`src/rtl/tetris_pkg.sv`:
```
// Shared Tetris definitions: empty-cell code, LFSR polynomial mask, generator
// FSM states and the seven shape codes.
package tetris_pkg;

  localparam int BLOCK_EMPTY = 0;

  // x^16+x^14+x^13+x^11+1 in right-shifting Galois form
  localparam logic [15:0] LFSR_MASK = 16'hB400;

  typedef enum logic {
    DRAW = 1'b0,
    FULL = 1'b1
  } gen_state_e;

  localparam int I = 1;
  localparam int O = 2;
  localparam int T = 3;
  localparam int S = 4;
  localparam int Z = 5;
  localparam int J = 6;
  localparam int L = 7;

endpackage

```
`src/rtl/tetris_lfsr.sv`:
```
// 16-bit Galois LFSR with synchronous load; also intended for garbage-row
// generation. A load takes priority over stepping.
module tetris_lfsr
  import tetris_pkg::*;
#(
  parameter logic [15:0] SEED = 16'hACE1
) (
  input  logic        clk,
  input  logic        reset,
  input  logic        load,
  input  logic [15:0] load_val,
  input  logic        en,
  output logic [15:0] value
);

  logic [15:0] value_q, value_d;

  always_comb begin
    value_d = value_q;
    if (load) begin
      value_d = load_val;
    end else if (en) begin
      value_d = (value_q >> 1) ^ (value_q[0] ? LFSR_MASK : 16'h0000);
    end
  end

  always_ff @(posedge clk) begin
    if (reset) begin
      value_q <= SEED;
    end else begin
      value_q <= value_d;
    end
  end

  assign value = value_q;

endmodule

```
`src/rtl/piece_bag_generator.sv`:
```
// Piece generator: LFSR candidates filtered into a preview shift queue.
// Define PIECE_BAG_EN to enforce the 7-bag rule via a `used` shape mask.
module piece_bag_generator
  import tetris_pkg::*;
#(
  parameter int          NUM_SHAPES    = 7,
  parameter int          BLOCK_W       = 4,
  parameter int          PREVIEW_DEPTH = 3,
  parameter logic [15:0] SEED          = 16'hACE1
) (
  input  logic                             clk,
  input  logic                             reset,
  input  logic                             next_req,
  input  logic                             seed_load,
  input  logic [15:0]                      seed,
  output logic [BLOCK_W-1:0]               next_block,
  output logic                             next_valid,
  output logic [PREVIEW_DEPTH*BLOCK_W-1:0] preview,
  output logic [3:0]                       count
);

  logic [15:0]        lfsr_value;
  logic [2:0]         cand;
  logic [BLOCK_W-1:0] cand_code;
  logic               cand_ok;
  logic               pop;
  logic               accept;
  logic [3:0]         wr_idx;
  logic               unused_lfsr_hi;

  logic [BLOCK_W-1:0] slots_q [PREVIEW_DEPTH];
  logic [BLOCK_W-1:0] slots_d [PREVIEW_DEPTH];
  logic [3:0]         count_q, count_d;
  gen_state_e         state_q, state_d;

`ifdef PIECE_BAG_EN
  localparam logic [7:0] FULL_BAG = 8'((1 << NUM_SHAPES) - 1);
  logic [7:0] used_q, used_d;
`endif

  tetris_lfsr #(.SEED(SEED)) u_lfsr (
    .clk      (clk),
    .reset    (reset),
    .load     (seed_load),
    .load_val ((seed == 16'h0000) ? SEED : seed),
    .en       (1'b1),
    .value    (lfsr_value)
  );

  assign cand           = lfsr_value[2:0];
  assign unused_lfsr_hi = ^lfsr_value[15:3];
  assign cand_code      = BLOCK_W'(32'(cand) + 1);

`ifdef PIECE_BAG_EN
  assign cand_ok = (32'(cand) < NUM_SHAPES) && !used_q[cand];
`else
  assign cand_ok = (32'(cand) < NUM_SHAPES);
`endif

  assign pop    = next_req && (count_q != 4'd0);
  assign accept = (state_q == DRAW) && cand_ok;
  // With a simultaneous pop the tail has moved one slot toward the head.
  assign wr_idx = pop ? (count_q - 4'd1) : count_q;

  always_comb begin
    slots_d = slots_q;
    count_d = count_q;
`ifdef PIECE_BAG_EN
    used_d  = used_q;
`endif
    if (seed_load) begin
      for (int i = 0; i < PREVIEW_DEPTH; i++) slots_d[i] = BLOCK_W'(BLOCK_EMPTY);
      count_d = 4'd0;
`ifdef PIECE_BAG_EN
      used_d  = 8'h00;
`endif
    end else begin
      if (pop) begin
        for (int i = 0; i < PREVIEW_DEPTH - 1; i++) slots_d[i] = slots_q[i+1];
        slots_d[PREVIEW_DEPTH-1] = BLOCK_W'(BLOCK_EMPTY);
      end
      for (int i = 0; i < PREVIEW_DEPTH; i++) begin
        if (accept && (4'(i) == wr_idx)) slots_d[i] = cand_code;
      end
      case ({accept, pop})
        2'b10:   count_d = count_q + 4'd1;
        2'b01:   count_d = count_q - 4'd1;
        default: count_d = count_q;
      endcase
`ifdef PIECE_BAG_EN
      if (accept) begin
        used_d = used_q | (8'h01 << cand);
        if (used_d == FULL_BAG) used_d = 8'h00;
      end
`endif
    end
    state_d = (count_d == 4'(PREVIEW_DEPTH)) ? FULL : DRAW;
  end

  always_ff @(posedge clk) begin
    if (reset) begin
      for (int i = 0; i < PREVIEW_DEPTH; i++) slots_q[i] <= BLOCK_W'(BLOCK_EMPTY);
      count_q <= 4'd0;
      state_q <= DRAW;
`ifdef PIECE_BAG_EN
      used_q  <= 8'h00;
`endif
    end else begin
      slots_q <= slots_d;
      count_q <= count_d;
      state_q <= state_d;
`ifdef PIECE_BAG_EN
      used_q  <= used_d;
`endif
    end
  end

  always_comb begin
    preview = '0;
    for (int i = 0; i < PREVIEW_DEPTH; i++) preview[i*BLOCK_W +: BLOCK_W] = slots_q[i];
  end

  assign next_block = slots_q[0];
  assign next_valid = (count_q != 4'd0);
  assign count      = count_q;

endmodule
```
`config.mk`:
```
export PLATFORM = sky130hd
export DESIGN_NAME = piece_bag_generator
export DESIGN_NICKNAME = d
export VERILOG_FILES = /design/src/rtl/tetris_pkg.sv /design/src/rtl/tetris_lfsr.sv /design/src/rtl/piece_bag_generator.sv
export SDC_FILE = /design/constraint.sdc
export NUM_CORES = 1
export LEC_CHECK = 0
export CAP_MARGIN = 20
export CORE_ASPECT_RATIO = 1.2
export CORE_UTILIZATION = 49
export CTS_CLUSTER_SIZE = 12
export DETAILED_ROUTE_END_ITERATION = 16
export GPL_TIMING_DRIVEN = 0
export PLACE_DENSITY = 0.79
export SETUP_SLACK_MARGIN = 0.05
export SLEW_MARGIN = 5
export SYNTH_ARGS = -nofsm -noshare
export SYNTH_HDL_FRONTEND = slang
export SYNTH_SLANG_ARGS = --single-unit
```
`constraint.sdc`:
```
create_clock -name clk -period 3.9 [get_ports clk]
set_input_delay 0.78 -clock clk [delete_from_list [all_inputs] [get_ports clk]]
set_output_delay 0.78 -clock clk [all_outputs]
set_load 0.03 [all_outputs]
```
# ---- Yosys cells after proc, flatten, opt, wreduce, memory -nomap -nowiden
# Cells that the tools add are included.
dict set report word_totals {
  register_bits 33
  inputBits 20
  out_inout_bits 21
}
dict set report classes {
  add_sub_neg 3
  magnitude_cmp 1
  eq_ne 5
  n_mux 11
  bitwise_logic 2
  n_reduce_logical 12
}
# cell count
set ops {}
lappend ops {{2-to-1 mux 16 bit} 3}
lappend ops {{2-to-1 mux 4 bit} 5}
lappend ops {{zero test 16 bit} 1}
lappend ops {{XOR 15 x 16 -> 16 bit} 1}
lappend ops {{2-to-1 mux 12 bit} 1}
lappend ops {{one-hot mux 4 bit (2 select lines)} 1}
lappend ops {{nonzero test 2 bit} 3}
lappend ops {{logical AND 1 bit} 5}
lappend ops {{adder 3 x 1 -> 4 bit (second input constant)} 1}
lappend ops {{adder 4 x 1 -> 4 bit (second input constant)} 1}
lappend ops {{equality test 1 x 4 -> 1 bit (first input constant)} 1}
lappend ops {{equality test 2 x 4 -> 1 bit (first input constant)} 1}
lappend ops {{equality test 4 x 2 -> 1 bit (second input constant)} 1}
lappend ops {{zero test 4 bit} 1}
lappend ops {{nonzero test 4 bit} 1}
lappend ops {{subtractor 4 x 1 -> 4 bit (second input constant)} 1}
lappend ops {{less-than comparator 3 bit (second input constant)} 1}
lappend ops {{equality test 2 x 1 -> 1 bit (second input constant)} 1}
lappend ops {{equality test 2 bit (second input constant)} 1}
lappend ops {{OR reduction 2 bit} 1}
lappend ops {{2-to-1 mux 1 bit} 1}
lappend ops {{inverter 1 bit} 1}

# ---- Depth between registers and ports, before layout
# Gate-level depths: netlist (run 1).
dict set report logic_depth {
  word_depth 7
  ltp_mapped 14
  mapped_depth_nobuf 11
}

# ---- Hierarchy
# A second synthesis (run 1) with hierarchy kept.
dict set report unflattened {
  hier_cells 218
  area_unflattened_um2 2015.7
}
# module instances cells_per_inst area_each_um2 seq_area_each_um2
set by_module_without_submodules {}
lappend by_module_without_submodules {piece_bag_generator 1 141 1219.9 340.3}
lappend by_module_without_submodules {tetris_lfsr 1 77 795.8 320.3}

# ---- Worst setup path before layout (run 1)
# Ideal clock, no wire load.
dict set report synth_timing {
  kind {flip-flop to flip-flop}
  from {register count_q[0], in the netlist count[0]}
  to {register count_q[3], in the netlist count[3]}
  t_arrival_ns 3.002
  t_required_ns 3.834
  path_slack_ns 0.832
  stages_incl_launch_ff 15
  path_buffers 3
  period_less_slack_ns 3.068
  path_cell_list {dfxtp_1 -> clkbuf_8 -> inv_1 -> ha_1 -> or3b_1 -> buf_6 -> nand2_1 -> buf_6 -> inv_1 -> ha_1 -> or4b_1 -> a21o_2 -> a21o_1 -> a21oi_1 -> nor2b_1}
}
dict set report synth_between {
  elab_chain_len 5
  word_cells_on_any_way 8
  classes_between {2 x add/sub; 2 x eq/ne; 2 x mux; 2 x reduce/logical}
}
# item line
set synth_lines {}
lappend synth_lines {{start: declaration} piece_bag_generator.sv:33} ;# logic [3:0] count_q, count_d;
lappend synth_lines {{start signal: assignment} piece_bag_generator.sv:110} ;# count_q <= count_d;
lappend synth_lines {{nonzero test 4 bit (*)} n/a}
lappend synth_lines {{via next_valid} piece_bag_generator.sv:17} ;# output logic next_valid,
lappend synth_lines {{logical AND 1 bit (*)} piece_bag_generator.sv:60} ;# assign pop = next_req && (count_q != 4'd0);
lappend synth_lines {{equality test 2 x 1 -> 1 bit / equality test 2 bit (equally long branches)} piece_bag_generator.sv:85} ;# case ({accept, pop})
lappend synth_lines {{one-hot mux 4 bit (2 select lines) (*)} piece_bag_generator.sv:85}
lappend synth_lines {{2-to-1 mux 4 bit (*)} piece_bag_generator.sv:71} ;# if (seed_load) begin
# The timed path passes the listed nets; every way through them passes the cells marked *.
# A chain may end at the register's enable or synchronous reset.

# ---- Worst setup path in the final report (run 1)
dict set report layout_timing {
  from {register count_q[0], in the netlist count[0]}
  to {register count_q[3], in the netlist count[3]}
}
dict set report layout_between {
  elab_chain_len 5
  word_cells_on_any_way 8
  classes_between {2 x add/sub; 2 x eq/ne; 2 x mux; 2 x reduce/logical}
}
# item line
set layout_lines {}
lappend layout_lines {{branches (longest 3 deep; another with subtractor 4 x 1 -> 4 bit)} n/a}
lappend layout_lines {{one-hot mux 4 bit (2 select lines) (*)} piece_bag_generator.sv:85}
lappend layout_lines {{2-to-1 mux 4 bit (*)} piece_bag_generator.sv:71}
# Mark *: on every way between the ends.

==> results of run 1 <==
==> cells by family after synthesis <==
kind of cell	count (synthesis)	share of synthesized area, %
buffers and inverters	21	8.519
AOI/OAI and AO/OA	31	14.35
DFF	33	39.46
adders and majority gates	5	3.737
xor gates and xnor gates	4	2.092
and+or+nand+nor	63	19.51
muxes	20	12.33
==> cells in the mapped netlist, types with 2 or more instances <==
cell type	count
nand3_1	5
nand3b_1	2
o22a_1	5
nand2_1	8
nor2_1	22
ha_1	5
nor2b_1	3
o21ai_0	2
nor3_1	5
mux2i_1	15
mux2_2	5
and3_1	3
nor4_1	4
o31ai_1	3
buf_6	4
a21oi_1	9
buf_4	4
nand4_1	4
dfxtp_1	33
inv_1	6
xnor2_1	4
clkbuf_1	3
==> per-layer routing <==
| layer | GRT usage (%) | share of wire (%) | up-vias |
|---|---|---|---|
| met5 | 0 | 0 | - |
| met4 | 10.00 | 2.0 | 0 |
| met3 | 4.697 | 4.4 | 8 |
| met2 | 40.51 | 54 | 39 |
| met1 | 22.36 | 40 | 669 |
| li1 | - | - | 729 |
==> state kept, by name (all words and copies together), names as in the netlist <==
register,cells
u_lfsr.value,16
next_block,4
preview,8
count,4
state_q,1
==> critical path: stages (launching register included) <==
cell and delay (ps):
dfxtp_1 440, clkbuf_8 200, inv_1 70, ha_1 240, or3b_1 190, buf_6 120
nand2_1 180, buf_6 210, inv_1 60, ha_1 240, or4b_1 450, a21o_2 220
a21o_1 150, a21oi_1 170, nor2b_1 160
==> stage by stage <==
step | total power [W] | cells | area (um2)
global route | 0.0007668 | 260 | 2161
CTS | 0.0007365 | 260 | 2161
floorplan | 0.0004961 | 177 | 1674
global placement | 0.0005518 | 252 | 2110
detailed placement | 0.0005584 | 252 | 2110
finish | 0.0007308 | 260 | 2161
==> area by class of cell <==
type	instances	area share, %
buffer	15	5.559
inverter	6	1.042
sequential	33	30.57
clock buffer	6	1.911
multi-input combinational	123	40.30
timing repair buffer	39	18.07
tap	36	2.085
clock inverter	2	0.4632
==> how the worst max path moves through the flow <==
stage,from,endpoint,slack (ps),depth (start not counted)
detailed placement,count[0],count[3],760,14
global placement,count[0],state_q,860,13
CTS,count[0],count[3],740,14
floorplan,count[0],count[3],830,14
finish,count[0],count[3],750,14
global route,count[0],count[3],570,14
==> report_power, final <==
| part | internal [W] | leakage, nW | switching, W |
|---|---|---|---|
| Combinational | 0.0000885 | 0.591 | 0.0000967 |
| Sequential | 0.000355 | 0.271 | 0.0000104 |
| Clock | 0.0000686 | 0.0320 | 0.000112 |
==> results.txt, run 1 <==
The number of max-slew violations in the final report came out at 0. The library cell used most frequently in the layout, excluding fill and tap cells, is clkdlybuf4s50_1. The post-route clock skew is 9.272 ps.

In the post-route analysis, the smallest setup slack over all paths is 748.3 ps. Worst vdd rail ir drop: 270.2 uV. The share of the Yosys chip area taken by registers is 39.46%. Hold repair after CTS inserted 0 buffers. Buffer type at the clock tree root: clkbuf_4. Measured in cells, the most critical reg-to-reg path has a length of 14.

After clock tree synthesis, the repair step resized 0 gates. The flow ran to the end, and the final reports show no timing, DRC or antenna violations. Counting along the longest clock path gives a buffer depth of 2.

CTS built an H-tree with a depth of 2. Buffers placed on the I/O ports in this run total 39. The number of fill cells in the layout is 249, and the static leakage power is 0.8936 nW. The synthesized design spends more area on one cell type than any other, namely dfxtp_1. The top cell types in the final layout, fill and taps aside, are 39 x clkdlybuf4s50_1, 33 x dfxtp_1, 22 x nor2_1. The max-capacitance violation count is 0. Dividing the detail-routed wire length by the instance count gives 14.36 um. The run gives 4 as the first-pass iteration count of the detailed router. Ranked by total cell area, the synthesized netlist is headed by dfxtp_1 39%, mux2i_1 9.0%, nor2_1 4.9%. The worst hold path begins at u_lfsr.value[7]. The tools report the total CTS buffers as 5. The worst path needs 3152 ps of the cycle, external delays included. The clock-pin slew of the registers on the worst-case setup and hold paths came out at 100 ps. The run gives 2.865 mm as the detailed placement HPWL. The worst hold path terminates at u_lfsr.value[6]. The tools report the full die area as 3655 um2. The worst setup path is launched from a register. For the maximum clock frequency, the log shows 0.3173 GHz. Buffers added to address setup during post-CTS repair amount to 0.

Global routing used 21.38% of the available tracks across all layers. At the pin with the least slew margin, the transition time is 630.7 ps. The logs give 11 for the largest net degree at the start of global routing and 3166 um2 for the placeable core region.

The worst setup path is captured at a register. Yosys mapped a number of flops with a built-in enable equal to 0. In this run, synthesis produced a sequential element count of 33. The cell count after synthesis came out at 177. The initial utilization of the core area, before any placement, comes to 52.89%. The detail route stage leaves a number of antenna-violating nets equal to 0. The detailed router placed 1445 vias in this run. Data on the critical path is required at its endpoint by 4170 ps.

The first global-routing pass estimated 6.134 mm of wire. The final weighted congestion in routability-driven placement is 0.9135, and the async set or reset register ratio after synthesis is 0%. The run gives 0 as the total global routing overflow. 0 antenna diodes ended up in the layout. Count of final hold-check violations: 0.

The tools report the overall routed net length as 3.733 mm. In the final layout, the multi-input gates occupy 870.8 um2. Worst setup path category: reg -> reg. The synthesized net count is 202. TritonCTS built the clock tree. The mapped netlist covers 1674 um2. In the final layout, flip-flops and latches occupy 660.6 um2. Setup repair after global routing left no endpoint under its margin. Hold is met by 470.1 ps. At the worst endpoint, the arrival time is 3420 ps. The post-route netlist has 13.39% of its cells at a drive strength greater than 1. In this run the worst path has a maximum fanout of 10.

The worst register-to-register path ends at count[3]. The initialized floorplan defines 22 standard-cell rows. The run gives 57.96% as the relative slew slack.

In this run the critical register-to-register path is launched from count[0]. Most used flip-flop cell after synthesis: dfxtp_1. For the final routed database, the setup TNS stands at 0 ps. The detailed router finished its first iteration with 56 violations. Counting distinct cell types in the post-synthesis netlist gives 45.

The clock latency reported for the late side of the worst-skew pair was 330 ps; the number of sinks handled by clock tree synthesis was 33. The detail-routed via count per cell is 5.558, and the final cycle utilization of the critical path is 80.81%. The overall die width came out at 55.36 um. The tightest min-delay check is of the reg -> reg type. In this run the mean area of a mapped cell was 9.458 um2. The floorplan step set the die height to 66.03 um. At the end of the flow, the number of nets in the layout was 248. The proportion of netlist area held by the largest area contributor is 39.46%, and the remaining routing DRC violations is 0. The Yosys warning count came out at 0. The run gives 0 as the setup violation total in the final timing report.

In this run the power density over the cells is 338.2 nW/um2. The area added between synthesis and finish was 29.07%; the post-placement worst setup slack was 759.3 ps. For the via count of the first global-routing pass, the log shows 1423.

The run gives 68.26% as the fraction of the core area covered by cells at the end of the flow. In this run the count of I/O pins placed on the die edge is 41. Number of antenna violations at the first check in global routing: 0. The setup check on the worst reg-to-reg path leaves a slack of 750 ps. Number of instances on the worst hold path: 1.
Power figures use the tool's default switching activity.
==> inputs of run 2 (changes only) <==
--- a/config.mk
+++ b/config.mk
@@ -7,11 +7,11 @@
 export LEC_CHECK = 0
 export CAP_MARGIN = 20
 export CORE_ASPECT_RATIO = 1.2
-export CORE_UTILIZATION = 49
+export CORE_UTILIZATION = 44
 export CTS_CLUSTER_SIZE = 12
 export DETAILED_ROUTE_END_ITERATION = 16
 export GPL_TIMING_DRIVEN = 0
-export PLACE_DENSITY = 0.79
+export PLACE_DENSITY = 0.75
 export SETUP_SLACK_MARGIN = 0.05
 export SLEW_MARGIN = 5
 export SYNTH_ARGS = -nofsm -noshare
==> constraint.sdc (replaced) <==
create_clock -name clk -period 2.8 [get_ports clk]
set_input_delay 0.56 -clock clk [delete_from_list [all_inputs] [get_ports clk]]
set_output_delay 0.56 -clock clk [all_outputs]
set_load 0.03 [all_outputs]
==> results.txt, run 2 (synthesis gave the netlist of run 1 again) <==
The flow ran to the end, and the final reports show no timing, DRC or antenna violations. The worst-path maximum fanout is 9 (was 10). Number of flip-flops under the largest register name: 16 (unchanged). The slew of the pin with the lowest slew margin works out to 679.3 ps (was 630.7 ps).

The buffer levels on the longest clock path was 2 (unchanged); the area added between synthesis and finish was 37.89% (was 29.07%). The capture instance of the worst register-to-register path is count[3] (unchanged). The relative slew slack is 54.71% (was 57.96%), and the post-route clock skew is 4.077 ps (was 9.272 ps). The run gives 11 (unchanged) as the largest net degree at the start of global routing. Number of standard-cell rows in the floorplan: 24 (was 22). The sum of negative setup slack came out at 0 ps (unchanged).

The biggest cell delay along the critical path is 430 ps (was 450 ps), and the fraction of the core area covered by cells at the end of the flow is 63.53% (was 68.26%). Worst setup path category: reg -> reg (unchanged). Number of sinks handled by clock tree synthesis: 33 (unchanged). The critical path capture point was count[3] (unchanged). The worst setup slack for register-to-register paths was 150 ps (was 750 ps).

The antenna diode instance count is 0 (unchanged). The total global routing overflow is 0 (unchanged), and the proportion of layout cells with a drive suffix above 1 is 18.94% (was 13.39%). The remaining antenna violation count was 0 (unchanged).

For the required time at the worst-slack endpoint, the log shows 3020 ps (was 4170 ps). The critical path depth in cells is 14 (unchanged), and the total CTS buffers is 5 (unchanged). The via count of the first global-routing pass was 1388 (was 1423); the full die area was 4057 um2 (was 3655 um2). The overall die width was 58.31 um (was 55.36 um); the critical path arrival was 2870 ps (was 3420 ps). Setup repair after global routing left no endpoint under its margin. Max-capacitance violation count: 0 (unchanged). The startpoint of the worst-slack reg-to-reg timing path was count[1] (was count[0]). Worst-path cell with the longest stage delay: or4b_1 (unchanged).

The number of cells on the worst reg-to-reg path is 14 (unchanged), and the detail-routed via count per cell is 5.204 (was 5.558). The tools report the buffer type at the clock tree root as clkbuf_8 (was clkbuf_4). The global-route usage over all layers came out at 19.87% (was 21.38%). TritonCTS built the clock tree. The placeable core region is 3633 um2 (was 3166 um2). The tools report the number of fill cells in the layout as 314 (was 249). The logs give 4 (unchanged) for the first-pass iteration count of the detailed router and 1452 (was 1445) for the total via count in the routed design.

The logs give 0 (unchanged) for the count of final hold-check violations and 6.168 mm (was 6.134 mm) for the wire length of the first global-routing pass. Number of max-slew violations in the final report: 0 (unchanged). The setup violation total in the final timing report is 0 (unchanged).

The clock-pin slew of the registers on the worst-case setup and hold paths works out to 70 ps (was 100 ps). For the count of hold buffers inserted by post-cts repair, the log shows 0 (unchanged). The clock latency reported for the late side of the worst-skew pair was 280 ps (was 330 ps); the detailed placement HPWL was 2.665 mm (was 2.865 mm). The die outline height came out at 69.57 um (was 66.03 um).

The run gives 52 (was 56) as the count of routing violations after the opening detailed-route iteration. Chain of cells forming the critical path: clkbuf_8, inv_1, ha_4, or3b_1, buf_6, nand2_4, buf_12, inv_2, ha_4, or4b_1, a21o_2, a21o_1, a21oi_2, nor2b_1 (was clkbuf_8, inv_1, ha_1, or3b_1, buf_6, nand2_1, buf_6, inv_1, ha_1, or4b_1, a21o_2, a21o_1, a21oi_1, nor2b_1). The maximum clock frequency was 0.3777 GHz (was 0.3173 GHz); the final weighted congestion in routability-driven placement was 0.8284 (was 0.9135).

Power density relative to cell area: 502.3 nW/um2 (was 338.2 nW/um2). The routed length per instance was 13.63 um (was 14.36 um). Number of antenna violations at the first check in global routing: 0 (unchanged). Type of the tightest min-delay check: reg -> reg (unchanged). The number of primary I/O pins came out at 41 (unchanged). The cell repeated most along the worst path is ha_4.

For the overall routed net length, the log shows 3.804 mm (was 3.733 mm). The total number of H-tree levels was 2 (unchanged); the final cycle utilization of the critical path was 94.55% (was 80.81%). The count of buffer and inverter cells on the critical path is 5 (unchanged). Commonest cells after routing, fill and taps aside: 38 x clkdlybuf4s50_1, 31 x dfxtp_1, 22 x nor2_1 (was 39 x clkdlybuf4s50_1, 33 x dfxtp_1, 22 x nor2_1). The cell type group with the largest total delay on the critical path was simple AND/OR/NAND/NOR gates (unchanged). The logs give 0.9380 nW (was 0.8936 nW) for the static leakage power and 459.2 ps (was 470.1 ps) for the tightest hold margin.

Nature of the critical path startpoint: a register (unchanged). The logs give 46.07% (was 52.89%) for the initial standard-cell utilization of the core and 251 (was 248) for the count of nets after finishing. The final critical path time including I/O delays and setup was 2648 ps (was 3152 ps).

The most common cell after layout, fill and taps aside is clkdlybuf4s50_1 (unchanged). The total of buffers placed on input and output ports came out at 39 (unchanged). The critical path endpoint category is a register (unchanged). For the worst vdd rail ir drop, the log shows 402.2 uV (was 270.2 uV).

The tools report the first element of the critical path as count[1] (was count[0]). The run gives 0 (unchanged) as the remaining routing DRC violations.
==> run 2: cell types whose count changed in the layout (fill, tap and decap cells not counted), sizes merged <==
cell,previous run,this run
buf,9,14
clkinv,2,0
dlygate4sd2,0,1
clkdlybuf4s50,40,39
==> run 2: metrics by stage <==
step / std cells / area [um2] / power, W / setup WS, ps
final: 279 / 2308 / 0.001160 / 152.5
after global routing: 279 / 2308 / 0.001209 / 57.46
after floorplan: 177 / 1703 / 0.0006956 / 76.74
after global placement: 268 / 2158 / 0.0007795 / -78.14
after CTS: 275 / 2267 / 0.001157 / 52.02
after detailed placement: 268 / 2158 / 0.0007821 / -104.0
==> run 2: report_power, final <==
group          internal [W]  switching, W  total, W
Clock              0.000200      0.000169  0.000369
Combinational      0.000139      0.000140  0.000279
Sequential         0.000495     0.0000168  0.000511
==> run 2: timing repair <==
item,4_1_cts,5_1_grt
setup buffers,0,5
pin swaps,1,1
resized for setup,6,4
setup endpoints to repair,4,3
==> run 2: worst min path at each step <==
stage / to / cells after the start / from
finish: u_lfsr.value[5] / 1 / u_lfsr.value[6]
CTS: u_lfsr.value[5] / 1 / u_lfsr.value[6]
detailed placement: u_lfsr.value[7] / 1 / u_lfsr.value[8]
floorplan: u_lfsr.value[11] / 1 / u_lfsr.value[12]
global placement: u_lfsr.value[11] / 1 / u_lfsr.value[12]
global route: u_lfsr.value[11] / 1 / u_lfsr.value[12]
==> run 2: worst register-to-register path, cell delays in order (launching register included) <==
cell and delay (ps):
dfxtp_4 360, clkbuf_8 150, inv_1 80, ha_4 180, or3b_1 170, buf_6 120
nand2_4 90, buf_12 140, inv_2 60, ha_4 150, or4b_1 430, a21o_2 220
a21o_1 160, a21oi_2 140, nor2b_1 140
==> run 2: cell type report <==
class | instances | area, um2 | area share [%]
Buffer | 13 | 120.1 | 5.203
Timing Repair Buffer | 44 | 426.7 | 18.48
Tap cell | 52 | 65.06 | 2.818
Sequential cell | 33 | 668.1 | 28.94
Multi-Input combinational cell | 123 | 915.9 | 39.67
Clock buffer | 8 | 90.09 | 3.902
Inverter | 6 | 22.52 | 0.9756
==> run 2: layer usage <==
layer | up-vias | GRT usage, % | wire length (um)
li1 | 728 | - | -
met1 | 688 | 24.59 | 1729
met2 | 30 | 31.55 | 1893
met3 | 6 | 5.970 | 139
met4 | 0 | 8.466 | 42
met5 | - | 0 | 0
==> RTL change 1 (flow settings as in run 1) <==
The parameter `PREVIEW_DEPTH` goes from 3 to 2.
--- a/src/rtl/piece_bag_generator.sv
+++ b/src/rtl/piece_bag_generator.sv
@@ -6,5 +6,5 @@
   parameter int          NUM_SHAPES    = 7,
   parameter int          BLOCK_W       = 4,
-  parameter int          PREVIEW_DEPTH = 3,
+  parameter int          PREVIEW_DEPTH = 2,
   parameter logic [15:0] SEED          = 16'hACE1
 ) (
Interface: changed (resized preview); port bits go from 41 to 37. The function was not compared with the original's and may differ.
==> RTL change 1 against run 1 <==
Sequential cell count shrank 4; area after synthesis shrank 14%; design area shrank 12%; wire length shrank 14%; non-clock buffer count shrank 6; cell count shrank 11%; hold slack gained 0.00099 ns; sequential share of layout area shrank 0.21 points; clock skew shrank 0.0050 ns; power grew 2.5%; global-route usage grew 2.1 points; clock power grew 41%; worst setup slack lost 0.16 ns; critical path type unchanged; critical endpoint unchanged; largest cell class unchanged; highest routed layer unchanged.
==> RTL change 1: results (changes against run 1) <==
----------------------------------------------------
[Critical path]
  Worst setup startpoint ... count[0]
  Critical path arrival ... 3.59 ns (+0.17 ns)
  Terminus of the critical flop-to-flop path ... count[3]
  Critical-path maximum fanout ... 10 (unchanged)
  Register-to-register setup slack ... 0.58 ns (-0.16 ns)
  Critical Path Sink Type ... flip-flop
  Worst reg-to-reg path cell count ... 12 (-2)

[Detailed routing]
  First-pass detailed-route iteration total ... 4 (unchanged)
  Wire length per cell ... 13.8 µm (-3.7%)
  Via total after detailed routing ... 1272 (-12%)
  Final Routed Wirelength ... 3.19 mm (-14%)
  Iteration-0 DRC Markers ... 33 (-41%)

[Synthesis]
  Post-synth top cells ... 29 x dfxtp_1, 17 x nor2_1, 12 x mux2i_1
  Post-synthesis average cell area ... 9.31 µm² (-1.6%)
  Total of warnings raised by yosys ... 0 (unchanged)
  Register area share after synthesis ... 0.405 (+0.0103)
  Async set-or-reset flop fraction in the synthesized netlist ... 0 (unchanged)
  Number of distinct standard cells referenced by the synthesized netlist ... 47 (+4.4%)
  Post-synth top flop ... dfxtp_1
  Largest cells by area after synthesis ... dfxtp_1 40%, mux2i_1 8.4%, nor2_1 4.5%
  Synthesized Nets ... 179 (-11%)

[CTS]
  CTS clk-pin slew, worst paths ... 0.09 ns
  Clock buffer depth ... 2 (unchanged)
  Clock Tree Root ... clkbuf_4
  Skew-Pair Late Insertion Delay ... 0.33 ns (about the same)
  Number of buffers created by CTS ... 5 (unchanged)
  Post-CTS Repair Setup Buffers ... 0 (unchanged)
  H-tree depth ... 2 (unchanged)
  Post-CTS resize count ... 0 (unchanged)

[Pwr]
  Leak ... 0.761 nW (-15%)
  VDD IR-drop max ... 0.332 mV (+23%)

[Place]
  Post-Place Cell Area ... 1830 µm² (-13%)
  Final Wtd Congestion ... 0.791 (-13%)
  HPWL after DPL ... 2.41 mm (-16%)
  Worst slack at placement ... 0.610 ns (-0.149 ns)
  Inst Count DP ... 223 (-12%)
  Buffers added on ports ... 35 (-10%)

[Timing]
  Max Fclk ... 302 MHz (-4.9%)
  Worst slew pin tran ... 0.659 ns (+0.0287 ns)
  Largest clock skew in the final design ... 0.00424 ns (-0.00503 ns)

[Cells and area]
  Flip-flop count of the largest register after layout ... 16 (unchanged)
  Inserted Diodes ... 0 (unchanged)
  Share of post-route cells with drive strength above 1 ... 0.107 (-0.0273)

[Global route]
  Overall Global Routing Usage ... 0.235 (+0.0210)
  Maximum number of pins on one net before global-route repair ... 11 (unchanged)
  Number of global-route vias before repair ... 1220 (-14%)
  Antenna violations before repair ... 0 (unchanged)
  Global-route wire length before repair ... 5.29 mm (-14%)

[Worst hold path]
  Tightest Hold Check Type ... flip-flop to flip-flop

[Status]
  Result of the run ... complete, no violations

----------------------------------------------------
RTL change 1: cell types whose count changed in the layout (fill, tap and decap cells not counted), sizes merged, moves of 3 or more:
cell	run 1	this run
and3	3	0
buf	9	5
clkbuf	11	15
clkdlybuf4s50	40	35
dfxtp	33	29
mux2	5	1
mux2i	15	12
nand2	8	5
nor2	22	18
nor3	5	2
RTL change 1: final cells by class:
class / count / area (µm²)
fill: 253 / 873
tap: 34 / 42.5
multi-input combinational: 106 / 766
clock inverter: 1 / 30.0
timing repair buffer: 35 / 350
buffer: 13 / 65.1
sequential: 29 / 581
inverter: 6 / 22.5
clock buffer: 7 / 55.1
RTL change 1: cells by family (layout without fill, tap and decap cells):
| kind of cell | after synthesis | after routing | share of synthesized area |
|---|---|---|---|
| and+or+nand+nor | 51 | 51 | 0.192 |
| adders and majority gates | 5 | 5 | 0.0436 |
| muxes | 13 | 13 | 0.0916 |
| buffers and inverters | 19 | 62 | 0.0611 |
| xor gates and xnor gates | 4 | 4 | 0.0244 |
| DFF | 29 | 29 | 0.405 |
| AOI/OAI and AO/OA | 33 | 33 | 0.182 |
RTL change 1: worst min-delay path by stage:
stage | from | end | slack [ns] | cells past startpoint
4_1_cts | u_lfsr.value[12] | u_lfsr.value[11] | 0.47 | 1
5_1_grt | u_lfsr.value[8] | u_lfsr.value[7] | 0.48 | 1
6_report | u_lfsr.value[8] | u_lfsr.value[7] | 0.47 | 1
3_5_place_dp | u_lfsr.value[12] | u_lfsr.value[11] | 0.45 | 1
3_3_place_gp | u_lfsr.value[6] | u_lfsr.value[5] | 0.44 | 1
2_1_floorplan | u_lfsr.value[12] | u_lfsr.value[11] | 0.44 | 1
RTL change 1: power breakdown:
group | total, mW | switching (mW) | internal [mW]
clock | 0.254 | 0.101 | 0.153
sequential | 0.323 | 0.00891 | 0.314
combinational | 0.171 | 0.0914 | 0.0801
RTL change 1: routing by layer:
layer	vias to the layer above	wire length, µm	global-route usage
met5	-	0	0
met4	0	64	0.120
met3	7	141	0.0765
met2	38	1660	0.414
met1	587	1330	0.252
li1	640	-	-
RTL change 1: critical path, stage by stage (launching register included):
cell and delay [ns]:
dfxtp_1 0.38, clkbuf_1 0.33, inv_1 0.14, ha_1 0.27, or3b_1 0.16, buf_2 0.13, and2_0 0.23, ha_1 0.28
or4b_2 0.61, a21o_2 0.23, a21o_1 0.15, a21oi_1 0.18, nor2b_1 0.15
==> RTL change 2 (settings of run 1) <==
Without the edit above. Reset style: asynchronous (`reset`), changed in 2 clocked blocks.
--- a/src/rtl/tetris_lfsr.sv
+++ b/src/rtl/tetris_lfsr.sv
@@ -25,5 +25,5 @@
   end
 
-  always_ff @(posedge clk) begin
+  always_ff @(posedge clk or posedge reset) begin
     if (reset) begin
       value_q <= SEED;
--- a/src/rtl/piece_bag_generator.sv
+++ b/src/rtl/piece_bag_generator.sv
@@ -98,5 +98,5 @@
   end
 
-  always_ff @(posedge clk) begin
+  always_ff @(posedge clk or posedge reset) begin
     if (reset) begin
       for (int i = 0; i < PREVIEW_DEPTH; i++) slots_q[i] <= BLOCK_W'(BLOCK_EMPTY);
Check against the original RTL: differs if reset is asserted again (counterexample within 4 cycles, from zero or initial values and one cycle with reset high); with reset held inactive, the same outputs for 10 cycles.
==> RTL change 2 against run 1 <==
Area after synthesis grew 4.5%; synthesized cell count decreased by 7.9%; clock skew decreased by 0.00068 ns; worst setup slack lost 0.035 ns; critical endpoint is now state_q; sequential cell count unchanged; wire length increased by 6.7%; design area rose by 6.6%.
Power is not compared: it rests on default switching activity, and its combinational part moved more than twofold at a synthesized area within 25%.
==> RTL change 2: results (changes against run 1) <==
----------------------------------------------------
[Status]
  Result of the run ... complete, no violations

[Synthesis]
  Synthesized Nets ... 188 (-6.9%)
  Number of distinct standard cells referenced by the synthesized netlist ... 43 (-4.4%)
  Register area share after synthesis ... 0.478 (+0.0832)
  Async set-or-reset flop fraction in the synthesized netlist ... 1.00 (+1.00)
  Count of mapped cells out of synthesis ... 163 (-7.9%)
  Largest cells by area after synthesis ... dfrtp_1 36%, dfstp_2 12%, mux2_2 8.4%
  Post-synth top flop ... dfrtp_1

[Detailed routing]
  Wire length per cell ... 16.1 µm (+12%)
  Final Routed Wirelength ... 3.98 mm (+6.7%)

[CTS]
  Clock Tree Root ... clkbuf_8
  Skew-Pair Late Insertion Delay ... 0.29 ns (-0.04 ns)
  CTS clk-pin slew, worst paths ... 0.06 ns (-0.04 ns)

[Timing]
  Largest clock skew in the final design ... 0.00859 ns (-0.000684 ns)
  Max Fclk ... 314 MHz (-1.1%)
  Worst hold slack across all endpoints ... 0.484 ns (+0.0142 ns)

[Cells and area]
  Share of post-route cells with drive strength above 1 ... 0.204 (+0.0699)
  Fillcell total ... 258 (+3.6%)
  Total Nets Final ... 235 (-5.2%)

[Critical path]
  Critical path arrival ... 3.37 ns (-0.05 ns)
  Slowest library cell on the worst path ... or3b_4
  Max stage delay on crit path ... 0.40 ns (-0.05 ns)
  Terminus of the critical flop-to-flop path ... state_q
  Launch point of the worst reg-to-reg path ... count[0]
  Register-to-register setup slack ... 0.71 ns (-0.03 ns)

[Global route]
  Maximum number of pins on one net before global-route repair ... 22 (+11)
  Global-route wire length before repair ... 6.50 mm (+6.0%)

[Place]
  Final Wtd Congestion ... 0.860 (-5.8%)
  HPWL after DPL ... 2.98 mm (+3.9%)
  Worst slack at placement ... 0.648 ns (-0.111 ns)

----------------------------------------------------
[RTL change 2: cell count changes in the layout (fill, tap and decap cells not counted), sizes merged, moves of 4 or more]
| cell | change |
|---|---|
| mux2i | -14 |
| nor2 | -12 |
| dfxtp | -33 |
| dfrtp | +25 |
| inv | +4 |
| nand2 | +7 |
| dfstp | +8 |
| nand3 | -4 |
| mux2 | +11 |
[RTL change 2: logic make-up after synthesis]
group | synth area share
AND/OR/NAND/NOR | 0.160
AO/OA/AOI/OAI | 0.119
multiplexers | 0.115
flip-flops | 0.478
XOR/XNOR | 0.0343
buffers and inverters | 0.0587
adder cells (fa/ha/maj) | 0.0358
[RTL change 2: area by class of cell]
class                      count  area [µm²]  share of cell area
buffer                        13        65.1              0.0282
clock buffer                   8        90.1              0.0391
inverter                      10        37.5              0.0163
multi-input combinational    107         811               0.352
sequential                    33         836               0.363
tap                           37        46.3              0.0201
timing repair buffer          40         418               0.181
[RTL change 2: power by group]
part	total, mW	internal [mW]	switching, mW	leakage (nW)
registers	0.454	0.410	0.0441	0.410
logic	0.744	0.341	0.402	0.508
clock network	0.264	0.144	0.120	0.0455
total	1.46	0.896	0.566	0.963
[RTL change 2: worst min path at each step]
stage / start / end / depth (start not counted)
2_1_floorplan: u_lfsr.value[12] / u_lfsr.value[11] / 1
3_3_place_gp: u_lfsr.value[3] / u_lfsr.value[2] / 1
3_5_place_dp: u_lfsr.value[3] / u_lfsr.value[2] / 1
4_1_cts: u_lfsr.value[3] / u_lfsr.value[2] / 1
5_1_grt: u_lfsr.value[12] / u_lfsr.value[11] / 1
6_report: u_lfsr.value[3] / u_lfsr.value[2] / 1
[RTL change 2: metal layers]
layer	vias up	GRT usage	wire (µm)
met2	43	0.431	2180
met4	0	0.116	78
met3	8	0.0632	163
li1	666	-	-
met1	697	0.243	1560
met5	-	0	0
[RTL change 2: stage by stage]
stage	util	power (mW)	area (µm²)
finish	0.684	1.46	2300
global route	0.684	1.55	2300
CTS	0.684	1.47	2300
detailed placement	0.657	1.20	2210
global placement	0.649	1.17	2190
floorplan	-	0.971	1750
